**src/rtl/alu_seq.sv**
```systemverilog
// Handshaked execute-stage ALU: single-cycle RV32I ops plus iterative M-extension ops.
// Define ALU_MEXT_EN to build the multiply/divide datapath and the CALC state.
module alu_seq #(
    parameter int unsigned XLEN  = 32,
    parameter int unsigned IMM_W = 12
) (
    input  logic             clk,
    input  logic             rst_n,
    input  logic             in_valid,
    output logic             in_ready,
    input  logic [4:0]       op,
    input  logic [XLEN-1:0]  src_a,
    input  logic [XLEN-1:0]  src_b,
    input  logic [IMM_W-1:0] imm,
    input  logic             use_imm,
    output logic             out_valid,
    input  logic             out_ready,
    output logic [XLEN-1:0]  result,
    output logic             busy
);

    localparam int unsigned SW = $clog2(XLEN);

    typedef enum logic [1:0] {
        StIdle = 2'd0,
        StDone = 2'd1
`ifdef ALU_MEXT_EN
        , StCalc = 2'd2
`endif
    } state_t;

    state_t          state_q, state_d;
    logic            accept;
    logic [XLEN-1:0] b_eff;
    logic [SW-1:0]   shamt;
    logic [XLEN-1:0] alu_res;
    logic [XLEN-1:0] result_q, result_d;

    assign accept = in_valid && in_ready;
    assign b_eff  = use_imm ? {{(XLEN-IMM_W){imm[IMM_W-1]}}, imm} : src_b;
    assign shamt  = b_eff[SW-1:0];
    assign result = result_q;

    always_comb begin
        alu_res = '0;
        case (op)
            5'd0:    alu_res = src_a + b_eff;
            5'd1:    alu_res = src_a - b_eff;
            5'd2:    alu_res = src_a << shamt;
            5'd3:    alu_res = {{(XLEN-1){1'b0}}, $signed(src_a) < $signed(b_eff)};
            5'd4:    alu_res = {{(XLEN-1){1'b0}}, src_a < b_eff};
            5'd5:    alu_res = src_a ^ b_eff;
            5'd6:    alu_res = src_a >> shamt;
            5'd7:    alu_res = $signed(src_a) >>> shamt;
            5'd8:    alu_res = src_a | b_eff;
            5'd9:    alu_res = src_a & b_eff;
            default: alu_res = '0;
        endcase
    end

`ifdef ALU_MEXT_EN
    logic            is_mext, is_div, sgn_a, sgn_b, a_neg, b_neg;
    logic            b_zero, div_ovf, fast, start_iter, last;
    logic [XLEN-1:0] mag_a, mag_b, fast_res;
    logic [XLEN-1:0] hi_q, hi_d, lo_q, lo_d, dv_q;
    logic [SW-1:0]   cnt_q;
    logic [2:0]      op_q;
    logic            neg_q, rneg_q;
    logic [XLEN:0]   sum, shifted, diff;
    logic            ge;
    logic [2*XLEN-1:0] prod_s;
    logic [XLEN-1:0] q_s, r_s, iter_res;

    assign is_mext = (op[4:3] == 2'b10);
    assign is_div  = op[2];
    // Ops 20/22 are signed divides; 17 is signed x signed, 18 signed x unsigned.
    assign sgn_a   = is_div ? ~op[0] : (op[1:0] == 2'd1 || op[1:0] == 2'd2);
    assign sgn_b   = is_div ? ~op[0] : (op[1:0] == 2'd1);
    assign a_neg   = sgn_a && src_a[XLEN-1];
    assign b_neg   = sgn_b && b_eff[XLEN-1];
    assign mag_a   = a_neg ? -src_a : src_a;
    assign mag_b   = b_neg ? -b_eff : b_eff;

    assign b_zero   = (b_eff == '0);
    assign div_ovf  = ~op[0] && (src_a == {1'b1, {(XLEN-1){1'b0}}}) && (b_eff == '1);
    assign fast     = is_mext && is_div && (b_zero || div_ovf);
    assign fast_res = b_zero ? (op[1] ? src_a : '1) : (op[1] ? '0 : src_a);
    assign start_iter = accept && is_mext && !fast;
    assign last       = (state_q == StCalc) && (cnt_q == SW'(XLEN-1));

    always_comb begin
        sum     = {1'b0, hi_q} + (lo_q[0] ? {1'b0, dv_q} : '0);
        shifted = {hi_q, lo_q[XLEN-1]};
        diff    = shifted - {1'b0, dv_q};
        ge      = ~diff[XLEN];
        if (op_q[2]) begin
            hi_d = ge ? diff[XLEN-1:0] : shifted[XLEN-1:0];
            lo_d = {lo_q[XLEN-2:0], ge};
        end else begin
            {hi_d, lo_d} = {sum, lo_q[XLEN-1:1]};
        end
        prod_s = neg_q ? -{hi_d, lo_d} : {hi_d, lo_d};
        q_s    = neg_q ? -lo_d : lo_d;
        r_s    = rneg_q ? -hi_d : hi_d;
        if (op_q[2]) begin
            iter_res = op_q[1] ? r_s : q_s;
        end else begin
            iter_res = (op_q[1:0] == 2'd0) ? prod_s[XLEN-1:0] : prod_s[2*XLEN-1:XLEN];
        end
    end

    always_ff @(posedge clk or negedge rst_n) begin
        if (!rst_n) begin
            hi_q   <= '0;
            lo_q   <= '0;
            dv_q   <= '0;
            cnt_q  <= '0;
            op_q   <= '0;
            neg_q  <= 1'b0;
            rneg_q <= 1'b0;
        end else if (start_iter) begin
            hi_q   <= '0;
            lo_q   <= is_div ? mag_a : mag_b;
            dv_q   <= is_div ? mag_b : mag_a;
            cnt_q  <= '0;
            op_q   <= op[2:0];
            neg_q  <= a_neg ^ b_neg;
            rneg_q <= a_neg;
        end else if (state_q == StCalc) begin
            hi_q  <= hi_d;
            lo_q  <= lo_d;
            cnt_q <= cnt_q + 1'b1;
        end
    end
`endif

    always_comb begin
        result_d = result_q;
        if (accept) begin
`ifdef ALU_MEXT_EN
            if (fast) begin
                result_d = fast_res;
            end else if (!is_mext) begin
                result_d = alu_res;
            end
`else
            result_d = alu_res;
`endif
        end
`ifdef ALU_MEXT_EN
        if (last) begin
            result_d = iter_res;
        end
`endif
    end

    always_ff @(posedge clk or negedge rst_n) begin
        if (!rst_n) begin
            state_q  <= StIdle;
            result_q <= '0;
        end else begin
            state_q  <= state_d;
            result_q <= result_d;
        end
    end

    always_comb begin
        state_d = state_q;
        case (state_q)
            StIdle, StDone: begin
                if (accept) begin
`ifdef ALU_MEXT_EN
                    state_d = start_iter ? StCalc : StDone;
`else
                    state_d = StDone;
`endif
                end else if (state_q == StDone && out_ready) begin
                    state_d = StIdle;
                end
            end
`ifdef ALU_MEXT_EN
            StCalc: begin
                if (last) begin
                    state_d = StDone;
                end
            end
`endif
            default: state_d = StIdle;
        endcase
    end

    always_comb begin
        out_valid = (state_q == StDone);
        in_ready  = (state_q == StIdle) || ((state_q == StDone) && out_ready);
`ifdef ALU_MEXT_EN
        busy      = (state_q == StCalc);
`else
        busy      = 1'b0;
`endif
    end

endmodule

```
**config.mk**
```make
export PLATFORM = sky130hd
export DESIGN_NAME = alu_seq
export DESIGN_NICKNAME = d
export VERILOG_FILES = /design/src/rtl/alu_seq.sv
export SDC_FILE = /design/constraint.sdc
export NUM_CORES = 1
export LEC_CHECK = 0
export BUFFER_PORTS_ARGS = -buffer_cell sky130_fd_sc_hd__buf_2
export CORE_UTILIZATION = 62
export CTS_CLUSTER_DIAMETER = 60
export CTS_CLUSTER_SIZE = 8
export DETAILED_ROUTE_END_ITERATION = 10
export PLACE_DENSITY = 0.92
export SKIP_CTS_REPAIR_TIMING = 1
export SYNTH_ARGS = -nofsm -noshare
export SYNTH_HDL_FRONTEND = slang
export SYNTH_SLANG_ARGS = --single-unit
```
**constraint.sdc**
```tcl
create_clock -name clk -period 2.2 [get_ports clk]
set_input_delay 0.22 -clock clk [delete_from_list [all_inputs] [get_ports clk]]
set_output_delay 0.22 -clock clk [all_outputs]
set_load 0.03 [all_outputs]
```
==> impl_metrics.csv, run 1 <==
group,metric,value,unit
outcome,status,"did not finish",
outcome,lastStage,"global routing",
outcome,first-error,"[ERROR GRT-0116] Global routing finished with congestion. Check the congestion regions in the DRC Viewer.",
synth,syn_area,10200,sq um
synth,ys.flop_type,"dfrtp_1",
cts,cts_inserted_buffers,5,
floorplan,die_h,131,um
synth,synth_top_area_share,12.1,%
global_route,grt_max_degree,60,
floorplan,ios,121,
global_route,grt_pass1_wl,118,mm
synth,yosysTopAreaCell,"ha_1",
global_route,grt.total_usage,92.2,%
floorplan,start_util,64.0,%
floorplan,fp.dieW,131,um
synth,synth-seq-cells,33,
synth,synth_compound_area_share,35.1,%
synth,synth_nets,1715,
synth,yosys.area_share.simple,21.0,%
place,gp_congestion,1.37,
synth,netlist_instances,1528,
place,dp_hpwl,49.2,mm
synth,synth_area_per_cell,6.71,sq um
place,port_buffers,119,
global_route,grt-ovfl-total,568,
synth,synth_fa_ha_area_share,12.5,%
synth,synthTopCellsByArea,"ha_1, mux2i_1, a21oi_1",
synth,synthDistinctLibCells,82,
cts,ctsRootBufferMaster,"clkbuf_16",
floorplan,rows,46,
synth,synth-xor-area-share,1.45,%
cts,cts_sinks,33,
synth,synth_top_family_by_area,"compound AO/OA/AOI/OAI gates",
global_route,grt_pass1_vias,19794,
cts,clk_path_buf_depth,2,
place,pre_cts_ws,-1.50,ns
cts,htreeDepth,2,
synth,muxShareOfSynthArea,13.6,%
synth,async_flop_share,100,%
synth,yosys_warnings,0,
synth,synth_seq_area_share,8.06,%
place,placed_cells,2227,
synth,synth-edff-count,0,
## logic make-up after synthesis
family          count (synthesis)
other cells                     1
xor+xnor                       17
flops                          33
compound gates                550
buf+inv                       210
simple gates                  485
fa+ha+maj                     101
mux                           131
## cells in the mapped netlist (11+ instances only)
cell type	instances
nor4_1	15
a21oi_1	166
o221ai_1	12
o21ai_0	98
nand3_1	34
dfrtp_1	33
a221oi_1	19
a211oi_1	31
a21o_1	15
xnor2_1	16
a31oi_1	29
nor3_1	38
inv_1	93
ha_1	99
buf_2	15
nand2_1	178
nor2b_1	15
mux2i_1	111
a221o_1	14
a22oi_1	18
o211ai_1	23
mux2_2	14
o31ai_1	11
nor2_1	150
o22ai_1	21
clkbuf_1	82
## stage by stage
stage / util, % / cell area, sq um
4_1_cts: 91.0 / 14600
3_3_place_gp: 90.1 / 14400
2_1_floorplan: - / 10400
3_5_place_dp: 90.1 / 14400
## per-layer routing
metal	GRT usage, %	GRT overflow
met1	88.9	35
met2	105	307
met3	79.3	40
met4	101	179
met5	64.7	7
==> run 2, diff against run 1 <==
--- a/config.mk
+++ b/config.mk
@@ -6,11 +6,9 @@
 export NUM_CORES = 1
 export LEC_CHECK = 0
 export BUFFER_PORTS_ARGS = -buffer_cell sky130_fd_sc_hd__buf_2
-export CORE_UTILIZATION = 62
-export CTS_CLUSTER_DIAMETER = 60
-export CTS_CLUSTER_SIZE = 8
+export CORE_UTILIZATION = 40
 export DETAILED_ROUTE_END_ITERATION = 10
-export PLACE_DENSITY = 0.92
+export PLACE_DENSITY_LB_ADDON = 0.15
 export SKIP_CTS_REPAIR_TIMING = 1
 export SYNTH_ARGS = -nofsm -noshare
 export SYNTH_HDL_FRONTEND = slang
==> run 2 against run 1 <==
The flow now finishes, with violations (negative setup slack). Synthesized cell count unchanged. Synthesized area unchanged.
==> impl_metrics.csv, run 2 <==
group,metric,value,unit
detailed_routing,wl,64.6,mm
setup_path,crit_arrival,3.34,ns
detailed_routing,route.detailed.drc,0,
global_route,grtUsageMet3,12.7,%
synth,synth_most_common_cell,"nand2_1",
global_route,grt.total_usage,46.0,%
global_route,use_met2,67.2,%
synth,syn_area,10200,sq um
final_layout,multiInputGateArea,9980,sq um
synth,synth_top_area_share,12.1,%
global_route,grt-ovfl-total,0,
floorplan,dieArea,26300,sq um
floorplan,fp.coreArea,25200,sq um
detailed_routing,drtAntennaViolNets,0,
synth,async_flop_share,100,%
setup_path,cp-end-kind,"flop",
timing,skew,0.00425,ns
setup_path,worstSetupPathType,"input pin to flop",
global_route,busiest_layer,"met2",
run,cap_viol_max_count,0,
global_route,grt_pass1_wl,89.7,mm
final_layout,area_growth,65.3,%
pwr,p_leak,7.94,nW
setup_path,worstSetupStartpointType,"input pin",
outcome,status,"finished with violations",
timing,worst_pin_slew,0.928,ns
floorplan,start_util,40.7,%
final_layout,fin_util,67.3,%
synth,yosysTopAreaCell,"ha_1",
setup_path,crit_path_start,"use_imm",
synth,synth_area_per_cell,6.71,sq um
final_layout,final_cell_mix,"buf_4, nand2_1, nor2_1, a21oi_1, buf_2",
cts,ctsRootBufferMaster,"clkbuf_16",
place,gp_congestion,1.09,
cts,cts_inserted_buffers,5,
timing,fmax,0.317,GHz
synth,netlist_instances,1528,
detailed_routing,drtIter0Drc,2400,
place,port_buffers,119,
setup_path,cp.required,2.38,ns
synth,synthDistinctLibCells,82,
floorplan,rows,58,
global_route,grt_antenna_before_repair,3,
timing,setup_ws,-0.959,ns
setup_path,timing.rr.end,"result[7]",
cts,clk_latency,0.29,ns
cts,cts_tree,"built",
setup_path,rrSetupSlack,0.08,ns
cts,clk_pin_slew,0.07,ns
timing,maxSlewHeadroom,38.1,%
final_layout,final_common_cell,"buf_4",
cts,htreeDepth,2,
final_layout,fillers,2231,
final_layout,fin_cells,2444,
place,placed_cells,2401,
timing,period_minus_slack,3.16,ns
final_layout,drive_gt1_share,44.3,%
pwr,ir_drop,344,uV
floorplan,ios,121,
setup_path,r2r_start,"state_q[0]",
floorplan,fp.dieW,162,um
synth,synth-edff-count,0,
final_layout,fin_nets,2300,
timing,rsz0062_at_grt,"yes",
place,dp_hpwl,50.7,mm
synth,synthTopCellsByArea,"ha_1, mux2i_1, a21oi_1",
final_layout,n_antenna_cell,0,
final_layout,fin_area,16900,sq um
synth,yosys_warnings,0,
setup_path,critical_path.max_fanout,7,
place,dpl_cell_area,15000,sq um
cts,clk_path_buf_depth,2,
synth,yosys-top-cells-count,"nand2_1, a21oi_1, nor2_1, mux2i_1, ha_1",
detailed_routing,viasPerCell,6.37,
final_layout,largest_register_ffs,32,
detailed_routing,firstDrtPassIters,6,
outcome,violations,"negative setup slack",
floorplan,die_h,162,um
synth,synth_seq_area_share,8.06,%
cts,cts_sinks,33,
global_route,grt_max_degree,56,
timing,finalSetupViolCount,32,
synth,ys.flop_type,"dfrtp_1",
detailed_routing,wire_per_inst,26.4,um
timing,drv_slew,0,
pwr,pwr_density_cell,399,nW/um^2
setup_path,r2r_cells,8,
min_path,hold_class,"input pin to async pin",
synth,synth_nets,1715,
global_route,grt_pass1_vias,14077,
timing,post-route-period-util,144,%
synth,synth-seq-cells,33,
global_route,grt_use_met1,62.7,%
setup_path,crit_end,"result[0]",
detailed_routing,vias,15573,
final_layout,seq_area,826,sq um
timing,hold_viol,0,
==> run 2: cell counts after synthesis <==
No cell type changed its count.
==> run 2: worst min-delay path by stage <==
| stage | from | to | slack, ns |
|---|---|---|---|
| floorplan | rst_n | result[0] | -0.08 |
| global placement | rst_n | result[30] | 0.38 |
| detailed placement | rst_n | result[30] | 0.38 |
| CTS | rst_n | result[30] | 0.07 |
| global route | rst_n | result[0] | 0.11 |
| finish | rst_n | result[0] | 0.05 |
==> run 2: cell families (layout without fill, tap and decap cells) <==
group,after synthesis,after routing,share of synthesized area (%)
multiplexers,131,131,13.6
flip-flops,33,33,8.06
adder cells (fa/ha/maj),101,101,12.5
AO/OA/AOI/OAI,550,550,35.1
XOR/XNOR,17,17,1.45
buffers and inverters,210,796,8.27
other,1,1,0.0366
AND/OR/NAND/NOR,485,485,21.0
==> run 2: layout make-up <==
class | count | share of cell area (%)
Tap cell | 330 | 2.44
Timing Repair Buffer | 691 | 30.7
Sequential cell | 33 | 4.88
Clock inverter | 2 | 0.0591
Inverter | 97 | 2.22
Clock buffer | 6 | 0.761
Multi-Input combinational cell | 1285 | 58.9
==> run 2: per-layer routing <==
metal,up-vias,wire length [um]
met4,6,3460
li1,6816,-
met3,218,8040
met5,-,46
met2,1113,26900
met1,7420,26200
==> run 2: where the power goes <==
group          switching, mW  total (mW)  internal [mW]
logic                   2.96        5.32           2.36
clock network          0.333       0.751          0.418
registers             0.0409       0.688          0.647
total                   3.34        6.76           3.43
==> run 2: metrics by stage <==
step                      worst slack, ns  setup TNS, ns  hold slack, ns  power, mW
final                              -0.959         -22.66          0.0524       6.76
after global routing                -1.02         -24.36           0.108       6.97
after CTS                           -1.21         -30.97          0.0737       5.83
after detailed placement            -1.51         -40.31           0.378       5.09
after global placement              -1.46         -38.94           0.379       5.07
after floorplan                     -1.53         -32.46         -0.0756       2.84
==> run 2: worst max-delay path, stage by stage <==
cell and delay [ns]:
buf_8 0.09, buf_12 0.17, buf_12 0.18, buf_12 0.12, mux2i_4 0.31, ha_4 0.27, buf_4 0.14, o41ai_4 0.42
a31oi_4 0.19, a21oi_4 0.25, o21ai_4 0.11, a221o_1 0.32, o311a_1 0.29, a221o_1 0.25
No activity file was read; power rests on OpenSTA's default activity.
